`config.mk`:
```
export PLATFORM = sky130hd
export DESIGN_NAME = fetch_unit
export DESIGN_NICKNAME = d
export VERILOG_FILES = /design/src/rtl/fetch_unit.sv
export SDC_FILE = /design/constraint.sdc
export NUM_CORES = 1
export LEC_CHECK = 0
export CAP_MARGIN = 20
export CORE_UTILIZATION = 50
export DETAILED_ROUTE_END_ITERATION = 10
export PLACE_DENSITY = 0.78
export SYNTH_ARGS = -nofsm -noshare
export SYNTH_HDL_FRONTEND = slang
export SYNTH_SLANG_ARGS = --single-unit
```
`constraint.sdc`:
```
create_clock -name clk -period 9.5 [get_ports clk]
set_input_delay 0.95 -clock clk [delete_from_list [all_inputs] [get_ports clk]]
set_output_delay 0.95 -clock clk [all_outputs]
set_load 0.05 [all_outputs]
```
`src/rtl/fetch_unit.sv`:
```
// fetch_unit: in-order instruction fetch with credit-limited issue, a response
// FIFO with empty-bypass, and redirect squashing. Optional IRQ: FETCH_IRQ_EN.
`ifndef INST_NOP
`define INST_NOP 32'h0000_0013
`endif
`ifndef INST_BNE_EXCEPT
`define INST_BNE_EXCEPT 32'h0000_1063
`endif

module fetch_unit #(
    parameter logic [31:0] RESET_VECTOR    = 32'h8000_0000,
`ifdef FETCH_IRQ_EN
    parameter logic [31:0] XADR_VECTOR     = 32'h8000_0008,
`endif
    parameter int          MAX_OUTSTANDING = 2
) (
    input  logic        clk,
    input  logic        rst,
    output logic        imem_req_valid,
    input  logic        imem_req_ready,
    output logic [31:0] imem_req_addr,
    input  logic        imem_rsp_valid,
    input  logic [31:0] imem_rsp_data,
    input  logic        stall,
    input  logic        redirect,
    input  logic [31:0] redirect_addr,
`ifdef FETCH_IRQ_EN
    input  logic        irq,
`endif
    output logic [31:0] pc,
    output logic [31:0] ir
);

    localparam int AW = (MAX_OUTSTANDING > 1) ? $clog2(MAX_OUTSTANDING) : 1;
    localparam logic [3:0] MAXC = 4'(MAX_OUTSTANDING);

    // Supervisor bit 31 is preserved; the low 31 bits wrap.
    function automatic logic [31:0] inc_pc(input logic [31:0] a);
        return {a[31], a[30:0] + 31'd4};
    endfunction

    function automatic logic [AW-1:0] nxt(input logic [AW-1:0] p);
        if (p == AW'(MAX_OUTSTANDING - 1)) return '0;
        return p + 1'b1;
    endfunction

    logic [31:0]   fetch_pc_q, fetch_pc_d;
    // Address of the next non-squashed response expected from memory.
    logic [31:0]   rsp_pc_q, rsp_pc_d;
    logic [2:0]    out_q, out_d;
    logic [2:0]    disc_q, disc_d;
    logic [2:0]    cnt_q, cnt_d;
    logic [AW-1:0] rd_q, rd_d;
    logic [AW-1:0] wr_q, wr_d;
    logic [31:0]   fifo_pc_q [MAX_OUTSTANDING];
    logic [31:0]   fifo_pc_d [MAX_OUTSTANDING];
    logic [31:0]   fifo_ir_q [MAX_OUTSTANDING];
    logic [31:0]   fifo_ir_d [MAX_OUTSTANDING];
    logic [31:0]   pc_q, pc_d;
    logic [31:0]   ir_q, ir_d;

    logic          irq_take;
    logic          take_redir;
    logic [31:0]   redir_target;
    logic          credit_ok;
    logic          req_fire;
    logic          rsp_take;
    logic          rsp_keep;
    logic          fifo_empty;
    logic          pop;
    logic          push;
    logic          unused_addr_lsb;

    assign unused_addr_lsb = ^redirect_addr[1:0];

`ifdef FETCH_IRQ_EN
    // Interrupts are only taken in user mode and never against a stall.
    assign irq_take = irq && !fetch_pc_q[31] && !stall && !redirect;
    assign redir_target = redirect ? {redirect_addr[31:2], 2'b00}
                                   : {XADR_VECTOR[31:2], 2'b00};
`else
    assign irq_take = 1'b0;
    assign redir_target = {redirect_addr[31:2], 2'b00};
`endif

    assign take_redir = redirect || irq_take;
    assign credit_ok  = ({1'b0, out_q} + {1'b0, cnt_q}) < MAXC;

    assign imem_req_valid = !rst && !take_redir && credit_ok;
    assign imem_req_addr  = fetch_pc_q;
    assign req_fire       = imem_req_valid && imem_req_ready;

    assign rsp_take   = imem_rsp_valid && (out_q != 3'd0);
    assign rsp_keep   = rsp_take && (disc_q == 3'd0);
    assign fifo_empty = (cnt_q == 3'd0);
    assign pop        = !stall && !fifo_empty;
    assign push       = rsp_keep && (stall || !fifo_empty);

    assign pc = pc_q;
    assign ir = ir_q;

    // Next-state: issue, response capture, delivery and redirect squash.
    always_comb begin
        fetch_pc_d = fetch_pc_q;
        rsp_pc_d   = rsp_pc_q;
        out_d      = out_q + {2'b00, req_fire} - {2'b00, rsp_take};
        disc_d     = disc_q;
        cnt_d      = cnt_q;
        rd_d       = rd_q;
        wr_d       = wr_q;
        fifo_pc_d  = fifo_pc_q;
        fifo_ir_d  = fifo_ir_q;
        pc_d       = pc_q;
        ir_d       = ir_q;
        if (take_redir) begin
            fetch_pc_d = redir_target;
            rsp_pc_d   = redir_target;
            disc_d     = out_q - {2'b00, rsp_take};
            cnt_d      = 3'd0;
            rd_d       = '0;
            wr_d       = '0;
            ir_d       = `INST_NOP;
`ifdef FETCH_IRQ_EN
            if (irq_take) begin
                ir_d = `INST_BNE_EXCEPT;
                pc_d = fifo_empty ? inc_pc(rsp_pc_q) : fifo_pc_q[rd_q];
            end
`endif
        end else begin
            if (req_fire) fetch_pc_d = inc_pc(fetch_pc_q);
            if (rsp_take && (disc_q != 3'd0)) disc_d = disc_q - 3'd1;
            if (rsp_keep) rsp_pc_d = inc_pc(rsp_pc_q);
            if (!stall) begin
                if (!fifo_empty) begin
                    pc_d = fifo_pc_q[rd_q];
                    ir_d = fifo_ir_q[rd_q];
                    rd_d = nxt(rd_q);
                end else if (rsp_keep) begin
                    pc_d = inc_pc(rsp_pc_q);
                    ir_d = imem_rsp_data;
                end else begin
                    ir_d = `INST_NOP;
                end
            end
            if (push) begin
                fifo_pc_d[wr_q] = inc_pc(rsp_pc_q);
                fifo_ir_d[wr_q] = imem_rsp_data;
                wr_d            = nxt(wr_q);
            end
            cnt_d = cnt_q + {2'b00, push} - {2'b00, pop};
        end
    end

    // State registers with asynchronous reset.
    always_ff @(posedge clk or posedge rst) begin
        if (rst) begin
            fetch_pc_q <= RESET_VECTOR;
            rsp_pc_q   <= RESET_VECTOR;
            out_q      <= 3'd0;
            disc_q     <= 3'd0;
            cnt_q      <= 3'd0;
            rd_q       <= '0;
            wr_q       <= '0;
            for (int i = 0; i < MAX_OUTSTANDING; i++) begin
                fifo_pc_q[i] <= 32'd0;
                fifo_ir_q[i] <= 32'd0;
            end
            pc_q       <= RESET_VECTOR;
            ir_q       <= `INST_NOP;
        end else begin
            fetch_pc_q <= fetch_pc_d;
            rsp_pc_q   <= rsp_pc_d;
            out_q      <= out_d;
            disc_q     <= disc_d;
            cnt_q      <= cnt_d;
            rd_q       <= rd_d;
            wr_q       <= wr_d;
            fifo_pc_q  <= fifo_pc_d;
            fifo_ir_q  <= fifo_ir_d;
            pc_q       <= pc_d;
            ir_q       <= ir_d;
        end
    end

endmodule

```
## After elaboration in Yosys (flattened, before gate mapping)

Index checks and enable logic that the tools add are counted.

| word-level totals | value |
|---|---|
| bits in registers | 267 |
| bits of input ports | 70 |
| output and inout port bits | 97 |
| logic and storage cells | 101 |

| operators by class | value |
|---|---|
| add/sub/neg operators | 11 |
| $lt $le $gt $ge | 4 |
| eq/ne operators | 3 |
| mux-type cells | 39 |
| bitwise gates (word level) | 4 |
| reductions and logical operators | 25 |

Operator list:

| cell | number |
|---|---|
| $mux 32 | 15 |
| $bwmux 64 | 2 |
| $add 31x3->31 const B | 2 |
| $mux 31 | 2 |
| $demux 32 s1 | 1 |
| $mux 1 | 16 |
| $logic_and 1x1->1 | 9 |
| $mux 3 | 3 |
| $sub 3x1->3 | 3 |
| $reduce_bool 2->1 | 4 |
| $add 3x1->3 | 2 |
| $logic_not 3->1 | 2 |
| $reduce_bool 3->1 | 2 |
| $add 3x3->4 | 1 |
| $ge 2x2->1 const B | 2 |
| $logic_not 1->1 | 4 |
| $lt 4x2->1 const B | 1 |
| $ne 2x2->1 const B | 2 |
| $not 1->2 | 2 |
| $reduce_and 2->1 | 2 |
| $reduce_and 3->1 | 1 |
| $sub 3x1->3 const B | 1 |
| $add 1x1->1 const B | 2 |
| $lt 2x1->1 const B | 1 |
| other kinds (3) | 4 |

## Logic depth before layout (Yosys ltp)

Gate-level depths: netlist of the first run.

| depth | value |
|---|---|
| depth in word-level cells | 9 |
| gate-level depth with buffers | 14 |
| gate-level depth less buffers | 12 |

## Worst setup path after synthesis of the first run

OpenSTA, ideal clock, no wires.

| timing | value |
|---|---|
| path type | in2reg |
| start | in redirect |
| end | reg out_q[2] |
| data arrival time | 3.173 ns |
| data required time | 9.376 ns |
| setup slack | 6.203 ns |
| stages | 12 |
| path buffers | 2 |
| path through | clkbuf_1 -> nor4b_1 -> o2111a_1 -> inv_2 -> clkbuf_1 -> ha_1 -> inv_1 -> ha_1 -> inv_1 -> fa_1 -> xnor2_1 -> xnor2_1 |

| between the ends | value |
|---|---|
| word-level cells in the longest chain between the ends | 6 |

Ends and longest elaborated chain:

| what | RTL line | source |
|---|---|---|
| from (decl) | 25 | `input logic redirect,` |
| $logic_not 1->1 | 89 | `assign imem_req_valid = !rst && !take_redir && credit_ok;` |
| $logic_and 1x1->1 (2 in series) | 89 |  |
| $logic_and 1x1->1 | 91 | `assign req_fire = imem_req_valid && imem_req_ready;` |
| $add 3x1->3 | 106 | `out_d = out_q + {2'b00, req_fire} - {2'b00, rsp_take};` |
| $sub 3x1->3 | 106 |  |
| named net out_d[2] | 50 | `logic [2:0] out_q, out_d;` |
| to (signal assigned) | 173 | `out_q <= out_d;` |
| to (decl) | 50 |  |

The timed path passes the listed nets, and every way through them passes these cells.
A chain may end at the register's enable or synchronous reset.

## Worst setup path after layout of the first run

| timing | value |
|---|---|
| start | reg cnt_q[1] |
| end | out imem_req_valid |

| between the ends | value |
|---|---|
| word-level cells in the longest chain between the ends | 3 |

Ends and longest elaborated chain:

| what | RTL line | source |
|---|---|---|
| from (decl) | 52 | `logic [2:0] cnt_q, cnt_d;` |
| from (signal assigned) | 175 | `cnt_q <= cnt_d;` |
| $add 3x3->4 | 87 | `assign credit_ok = ({1'b0, out_q} + {1'b0, cnt_q}) < MAXC;` |
| $lt 4x2->1 | 87 |  |
| $logic_and 1x1->1 | 89 |  |
| to (decl) | 19 | `output logic imem_req_valid,` |

No other way between the ends.

==> impl_metrics.csv, run 1 <==
group,metric,value,unit
global_routing,globalRouteMet3Util,0.0280,
floorplanning,core-area,24600,um^2
floorplanning,dieArea,26000,um^2
global_routing,track_usage,0.239,
final_layout,seq_area,6410,um^2
timing,timing.fmax,255,MHz
synth,synth_top_area_cell,"dfrtp_1",
critical_path,critical_path.endpoint_type,"output port",
timing,timing.slew.headroom,0.299,
synth,postSynth.asyncResetShare,1.00,
critical_path,startpoint_type,"flop",
critical_path,endpoint,"imem_req_valid",
timing,tightest_slew,1.05,ns
critical_path,cp-startpoint,"cnt_q[1]",
global_routing,grtUsageMet2,0.383,
synth,ys_top_cells_by_area,"dfrtp_1 (50%), mux2_2 (9.1%), nand2_1 (3.3%)",
run,cap_violations,0,
final_layout,nets,1413,
clock_network,hold_buffers,0,
final_layout,drive_gt1_frac,0.153,
detailed_routing,first_pass_iters,5,
global_routing,grt_pass1_wl,50.5,mm
clock_network,post_cts_resized,0,
timing,rsz0062_at_grt,"false",
power_and_ir_drop,peakVddDrop,0.000160,V
global_routing,grtUsageMet1,0.351,
final_layout,syn2layout_area_growth,22.3,%
floorplanning,start_util,0.515,
timing,hold_viol,0,
critical_path,cp.arrival,2.97,ns
critical_path,critPathRequiredTime,8.55,ns
outcome,status,"complete, no violations",
clock_network,cts_sinks,256,
placement,hpwl,19.2,mm
critical_path,r2r-end,"fifo_ir_q[7]",
clock_network,postCtsSetupRepairBufs,0,
critical_path,critPathKind,"flop to output port",
placement,globalplace.congestion,0.878,
global_routing,first_global_vias,9724,
timing,setup_viol,0,
synth,synth_most_common_cell,"dfrtp_1",
critical_path,reg2reg_depth,6,
synth,yosys_warnings,0,
power_and_ir_drop,pwr_density_cell,288,nW/um^2
final_layout,multi_input_area,5820,um^2
detailed_routing,post_drt_wl_per_cell,18.2,um
clock_network,clk_latency,0.54,ns
floorplanning,die_x,161,um
global_routing,grt_overflow,0,
worst_hold_path,hp-class,"flop to flop",
clock_network,cts_root_buf,"clkbuf_16",
synth,avgSynthCellArea,10.5,um^2
detailed_routing,routed_via_density,5.79,
synth,synth_edf_count,0,
critical_path,reg2reg_slack,5.96,ns
synth,seq_area_frac_synth,0.506,
final_layout,n_antenna_cell,0,
detailed_routing,drtIter0Drc,865,
synth,netlist.area_leader.share,0.496,
timing,fin_setup_tns,0,ns
timing,slew_viol_final,0,
floorplanning,rows,57,
synth,ys_ff_latch,256,
synth,synth_common_cells,"dfrtp_1 (251), nand2_1 (110), mux2_2 (102)",
synth,synth_flop_cell,"dfrtp_1",
floorplanning,die_y,161,um
final_layout,n_fill_cell,1932,
detailed_routing,wl,30.5,mm
clock_network,numCtsBuffers,28,
global_routing,antenna_found_initial,0,
detailed_routing,ant_nets,0,
synth,synthCells,1204,
placement,dpl_worst_slack,5.38,ns
synth,ys_types,67,
timing,finalCriticalPeriod,3.92,ns
clock_network,max-clock-path-buffers,3,
detailed_routing,drc,0,
critical_path,crit_fanout,6,
critical_path,r2r_start,"cnt_q[1]",
power_and_ir_drop,leakagePower,6.50,nW
global_routing,top_usage_layer,"met2",
detailed_routing,num_vias,9689,
placement,io_buffers,160,
clock_network,clkTransAtPathRegs,0.06,ns
timing,finalClockSkew,0.0112,ns
synth,synth_area,12700,um^2
clock_network,cts-htree-levels,1,
clock_network,cts_tree,"yes",
timing,period_share,0.412,
timing,timing.final.ws_setup,5.58,ns
global_routing,grt_max_degree,109,
floorplanning,pin_count,167,
==> stage by stage <==
step           std cells  instance area, um^2  total power [mW]  hold slack, ns   util
2_1_floorplan       1207                12700              2.81           0.442      -
3_3_place_gp        1620                14400              3.25           0.456  0.587
3_5_place_dp        1620                14400              3.31           0.463  0.587
4_1_cts             1672                15400              4.47           0.476  0.627
5_1_grt             1674                15500              4.70           0.487  0.629
6_report            1674                15500              4.46           0.471  0.629
==> worst max-delay path, cell delays in order, from the launching register on <==
cell and delay (ns):
dfrtp_1 0.51, inv_1 0.10, fa_1 0.52, nor4b_1 0.30
o211a_1 0.21, clkdlybuf4s50_1 0.79
==> metal layers <==
metal,vias to the layer above,part of all wire
met1,4819,0.47
met5,-,0
met2,295,0.47
met4,0,0.013
li1,4546,-
met3,29,0.050
==> logic make-up (layout without fill, tap and decap cells) <==
family                     Yosys count  after routing  share of synthesized area
and+or+nand+nor                    378            378                      0.156
DFF                                256            256                      0.506
AOI/OAI and AO/OA                  245            245                      0.122
muxes                              132            132                      0.115
buffers and inverters              108            251                     0.0365
xor gates and xnor gates            69             69                     0.0477
adders and majority gates           15             15                     0.0166
other                                1              4                   0.000296
==> worst min path at each step <==
stage               slack (ns)          start  cells past startpoint             to
CTS                       0.48  fifo_pc_q[42]                      2  fifo_pc_q[42]
global route              0.49  fifo_pc_q[40]                      2  fifo_pc_q[40]
finish                    0.47  fifo_pc_q[40]                      2  fifo_pc_q[40]
floorplan                 0.44  fifo_pc_q[39]                      2  fifo_pc_q[39]
detailed placement        0.46  fifo_pc_q[42]                      2  fifo_pc_q[42]
global placement          0.46  fifo_pc_q[39]                      2  fifo_pc_q[39]
==> sequential cells by signal, summed over array words and instances (netlist names) <==
| register | count |
|---|---|
| cnt_q | 3 |
| disc_q | 3 |
| fifo_ir_q | 64 |
| fifo_pc_q | 60 |
| imem_req_addr | 30 |
| ir | 32 |
| out_q | 3 |
| pc | 30 |
| rd_q | 1 |
| rsp_pc_q | 29 |
| wr_q | 1 |
==> layout by cell type (no fill, tap or decap), drive strengths merged, types with 8 or more instances in the layout <==
cell type      count
a211oi             8
a21oi             54
a221oi            29
a31oi             14
and2               8
and3              10
buf               19
clkbuf            41
clkdlybuf4s50    158
dfrtp            251
ha                12
inv               22
mux2             109
mux2i             23
nand2            110
nand3             25
nand4             28
nor2              75
nor2b             36
nor3              50
nor4              11
o211ai            10
o21ai             87
xnor2             45
xor2              24
==> power breakdown <==
group	internal (mW)	switching [mW]
Clock	0.719	0.435
Sequential	1.42	0.239
Combinational	0.663	0.982
==> area by class of cell <==
class | instances | share of cell area
sequential | 256 | 0.414
multi-input combinational | 843 | 0.376
timing repair buffer | 177 | 0.114
clock buffer | 41 | 0.0543
tap | 324 | 0.0262
clock inverter | 11 | 0.0100
inverter | 22 | 0.00582
(Power assumes the default switching activity.)
==> run 2, diff against run 1 <==
clock period = 4.09 ns   (was 9.5 ns; I/O delays follow)
==> impl_metrics.csv, run 2 (synthesized netlist as in run 1, its figures left out) <==
group,metric,value,unit
timing,finalCriticalPeriod,3.40,ns
global_routing,track_usage,0.237,
critical_path,reg2reg_slack,1.00,ns
final_layout,regMostFlops,"fifo_ir_q",
final_layout,layout_commonest_cell,"dfrtp_1",
detailed_routing,wl,30.4,mm
final_layout,final_area,15500,um^2
timing,setup_viol,0,
clock_network,cts_tree,"yes",
final_layout,nets,1419,
global_routing,first_global_vias,9674,
final_layout,drive_gt1_frac,0.158,
detailed_routing,post_drt_wl_per_cell,18.1,um
outcome,status,"complete, no violations",
critical_path,crit_fanout,5,
timing,period_share,0.831,
critical_path,reg2reg_depth,5,
final_layout,seq_area,6410,um^2
clock_network,hold_buffers,0,
critical_path,critical_path.endpoint_type,"output port",
floorplanning,pin_count,167,
critical_path,startpoint_type,"flop",
floorplanning,core-area,24600,um^2
timing,holdWs,0.221,ns
final_layout,layout_common_cells,"dfrtp_1 (250), clkdlybuf4s50_1 (158), nand2_1 (110), mux2_2 (102), nor2_1 (73)",
final_layout,n_fill_cell,1922,
run,cap_violations,0,
timing,timing.fmax,294,MHz
timing,fin_setup_tns,0,ns
global_routing,grt_max_degree,101,
detailed_routing,ant_nets,0,
floorplanning,dieArea,26000,um^2
global_routing,grt_pass1_wl,50.2,mm
detailed_routing,drc,0,
power_and_ir_drop,fin_total_pwr,10.3,mW
power_and_ir_drop,peakVddDrop,0.000374,V
critical_path,r2r_start,"cnt_q[1]",
placement,placed_area,14500,um^2
timing,rsz0062_at_grt,"false",
placement,io_buffers,160,
global_routing,antenna_found_initial,0,
timing,slew_viol_final,0,
final_layout,syn2layout_area_growth,22.5,%
critical_path,crit_path_max_incr_delay,0.80,ns
clock_network,max-clock-path-buffers,3,
placement,hpwl,19.7,mm
timing,tightest_slew,1.08,ns
worst_hold_path,hp-class,"primary input to async pin",
clock_network,cts-htree-levels,1,
power_and_ir_drop,leakagePower,6.51,nW
timing,timing.slew.headroom,0.277,
detailed_routing,routed_via_density,5.80,
final_layout,n_antenna_cell,0,
detailed_routing,first_pass_iters,5,
clock_network,clkTransAtPathRegs,0.06,ns
critical_path,critPathKind,"flop to output port",
final_layout,largest_reg_flops,64,
floorplanning,rows,57,
clock_network,post_cts_resized,0,
floorplanning,die_x,161,um
floorplanning,die_y,161,um
critical_path,critPathRequiredTime,3.68,ns
critical_path,r2r-end,"fifo_ir_q[42]",
timing,hold_viol,0,
critical_path,crit_slowest_cell,"clkdlybuf4s50_1",
clock_network,cts_root_buf,"clkbuf_16",
power_and_ir_drop,pwr_density_cell,665,nW/um^2
clock_network,cts_sinks,256,
floorplanning,start_util,0.515,
clock_network,postCtsSetupRepairBufs,0,
final_layout,multi_input_area,5820,um^2
detailed_routing,num_vias,9746,
timing,finalClockSkew,0.0104,ns
detailed_routing,drtIter0Drc,778,
placement,globalplace.congestion,0.843,
critical_path,path_cells,"inv_1 > fa_1 > nor4b_1 > o211a_1 > clkdlybuf4s50_1",
clock_network,clk_latency,0.53,ns
global_routing,grt_overflow,0,
critical_path,cp.arrival,2.99,ns
clock_network,numCtsBuffers,28,
## run 2: cell count changes in the layout (fill, tap and decap cells not counted), moves of 2 or more
cell,before,now
buf_12,0,3
inv_6,0,2
buf_4,15,20
clkinvlp_4,0,2
clkinv_2,7,5
clkbuf_1,5,3
buf_16,2,0
## run 2: critical path: cells and delay by family, from the launching register on
family	cells	cell delay [ns]
buf+inv	2	0.93
fa+ha+maj	1	0.54
flops	1	0.47
simple gates	1	0.31
compound gates	1	0.22
## run 2: layout make-up
class                           instances  area share
Inverter                               22     0.00557
Clock inverter                         12     0.00960
Multi-Input combinational cell        843       0.375
Clock buffer                           39      0.0537
Sequential cell                       256       0.413
Timing Repair Buffer                  183       0.116
Tap cell                              324      0.0261
## run 2: per-stage QoR
step / worst slack, ns / std cells / util
detailed placement: 0.982 / 1628 / 0.591
CTS: 0.655 / 1679 / 0.630
finish: 0.690 / 1679 / 0.630
floorplan: 0.313 / 1207 / -
global placement: 1.02 / 1628 / 0.591
global route: 0.478 / 1679 / 0.630
## run 2: worst max path at each step
stage	slack [ns]	depth (start not counted)	to	startpoint
floorplan	0.31	1	cnt_q[0]	rst
global placement	1.02	7	fifo_ir_q[63]	imem_rsp_valid
detailed placement	0.98	7	fifo_ir_q[63]	imem_rsp_valid
CTS	0.65	5	imem_req_valid	out_q[1]
global route	0.48	5	imem_req_valid	out_q[1]
finish	0.69	5	imem_req_valid	out_q[1]
## run 2: routing by layer
metal,vias up,part of all wire,GRT usage,routed length [um]
met3,32,0.060,0.0342,1820
met1,4858,0.46,0.346,14000
met2,302,0.47,0.375,14200
li1,4554,-,-,-
met5,-,0,0,0
met4,0,0.015,0.0549,445
## run 2: power by group
| part | switching [mW] | internal, mW |
|---|---|---|
| registers | 0.553 | 3.30 |
| logic | 2.27 | 1.55 |
| clock network | 1.02 | 1.61 |
| total | 3.85 | 6.46 |
==> run 3, diff against run 2 <==
clock period = 3.3 ns   (was 4.09 ns; I/O delays follow)
==> impl_metrics.csv, run 3 (synthesized netlist as in run 1, its figures left out) <==
group,metric,value,unit
outcome,status,"complete, no violations",
critical_path,critPathKind,"flop to flop",
floorplanning,core-area,24600,um^2
clock_network,numCtsBuffers,27,
global_routing,grt_max_degree,130,
final_layout,layout_commonest_cell,"dfrtp_1",
power_and_ir_drop,pwr_density_cell,826,nW/um^2
global_routing,first_global_vias,9620,
power_and_ir_drop,fin_total_pwr,12.8,mW
floorplanning,rows,57,
timing,fin_setup_tns,0,ns
final_layout,largest_reg_flops,64,
floorplanning,die_y,161,um
detailed_routing,first_pass_iters,6,
detailed_routing,routed_via_density,5.80,
floorplanning,die_x,161,um
floorplanning,start_util,0.515,
final_layout,n_fill_cell,1931,
global_routing,antenna_found_initial,1,
final_layout,nets,1419,
final_layout,regMostFlops,"fifo_ir_q",
timing,period_share,0.901,
run,cap_violations,0,
final_layout,syn2layout_area_growth,22.6,%
power_and_ir_drop,peakVddDrop,0.000423,V
final_layout,seq_area,6410,um^2
placement,dp.cells,1629,
critical_path,critPathRequiredTime,3.70,ns
critical_path,critical_path.endpoint_type,"flop",
timing,timing.final.ws_setup,0.325,ns
global_routing,grt_overflow,0,
placement,io_buffers,160,
detailed_routing,drc,0,
final_layout,drive_gt1_frac,0.156,
detailed_routing,wl,30.4,mm
timing,rsz0062_at_grt,"false",
clock_network,max-clock-path-buffers,3,
final_layout,n_antenna_cell,0,
clock_network,cts-htree-levels,1,
critical_path,path_common_cell,"inv_1",
detailed_routing,post_drt_wl_per_cell,18.2,um
final_layout,fin_cells,1676,
timing,holdWs,0.248,ns
clock_network,postCtsSetupRepairBufs,0,
clock_network,clkTransAtPathRegs,0.06,ns
critical_path,crit_path_max_incr_delay,0.46,ns
clock_network,cts_sinks,256,
floorplanning,pin_count,167,
clock_network,clk_latency,0.53,ns
final_layout,layout_common_cells,"dfrtp_1 (250), clkdlybuf4s50_1 (157), nand2_1 (110), mux2_2 (102), nor2_1 (73)",
timing,setup_viol,0,
final_layout,final_area,15500,um^2
placement,dpl_worst_slack,0.267,ns
worst_hold_path,hp-class,"primary input to flop",
timing,slew_viol_final,0,
timing,finalCriticalPeriod,2.97,ns
final_layout,multi_input_area,5830,um^2
global_routing,track_usage,0.238,
critical_path,startpoint_type,"flop",
final_layout,final_core_util,0.631,
detailed_routing,drtIter0Drc,866,
placement,globalplace.congestion,0.853,
critical_path,cp.arrival,3.38,ns
timing,timing.slew.headroom,0.370,
clock_network,cts_root_buf,"clkbuf_16",
timing,hold_viol,0,
critical_path,crit_slowest_cell,"dfrtp_1",
critical_path,crit_fanout,5,
timing,timing.fmax,336,MHz
clock_network,cts_tree,"yes",
detailed_routing,ant_nets,0,
detailed_routing,num_vias,9725,
placement,placed_area,14600,um^2
floorplanning,dieArea,26000,um^2
timing,tightest_slew,0.941,ns
timing,finalClockSkew,0.00908,ns
critical_path,path_cells,"inv_1 > fa_1 > a311oi_1 > o2111a_1 > inv_2 > ha_1 > inv_1 > ha_1 > inv_1 > fa_1 > xnor2_1 > xnor2_1",
placement,hpwl,19.3,mm
global_routing,grt_pass1_wl,50.1,mm
power_and_ir_drop,leakagePower,6.52,nW
run 3: power breakdown:
part           leakage, nW  switching, mW  internal (mW)  total, mW
Sequential            3.24          0.647           4.09       4.73
Clock                0.471           1.22           2.05       3.27
Combinational         2.80           2.87           1.95       4.82
run 3: final timing paths:
| kind | startpoint | end | slack, ns | cells past startpoint |
|---|---|---|---|---|
| max | out_q[1] | out_q[2] | 0.33 | 12 |
| min | stall | rd_q | 0.25 | 4 |
| max reg2reg | out_q[1] | out_q[2] | 0.33 | 12 |
| min reg2reg | fifo_pc_q[40] | fifo_pc_q[40] | 0.47 | 2 |
| max in group asynchronous | rst | fifo_pc_q[6] | 2.29 | 3 |
| min in group asynchronous | rst | disc_q[2] | 0.43 | 3 |
run 3: layer usage:
layer  vias to the layer above  routed length [um]  GRT usage
li1                       4532                   -          -
met1                      4796               13900      0.344
met2                       360               14100      0.382
met3                        37                2000     0.0336
met4                         0                 383     0.0506
met5                         -                   0          0
run 3: area by class of cell:
class                      count  share of cell area
inverter                      22             0.00556
multi-input combinational    843               0.375
clock inverter                12              0.0137
sequential                   256               0.413
tap                          324              0.0261
clock buffer                  35              0.0480
timing repair buffer         184               0.118
run 3: what timing repair did:
action	in CTS	in global routing
pin swaps	0	0
gates resized for setup	1	1
setup endpoints to repair	1	1
hold buffers	0	0
gates cloned	0	0
run 3: critical path: cells and delay by family (launching register included):
kind / cells / cell delay, ns
flip-flops: 1 / 0.46
AO/OA/AOI/OAI: 2 / 0.62
buffers and inverters: 4 / 0.29
adder cells (fa/ha/maj): 4 / 1.22
XOR/XNOR: 2 / 0.27
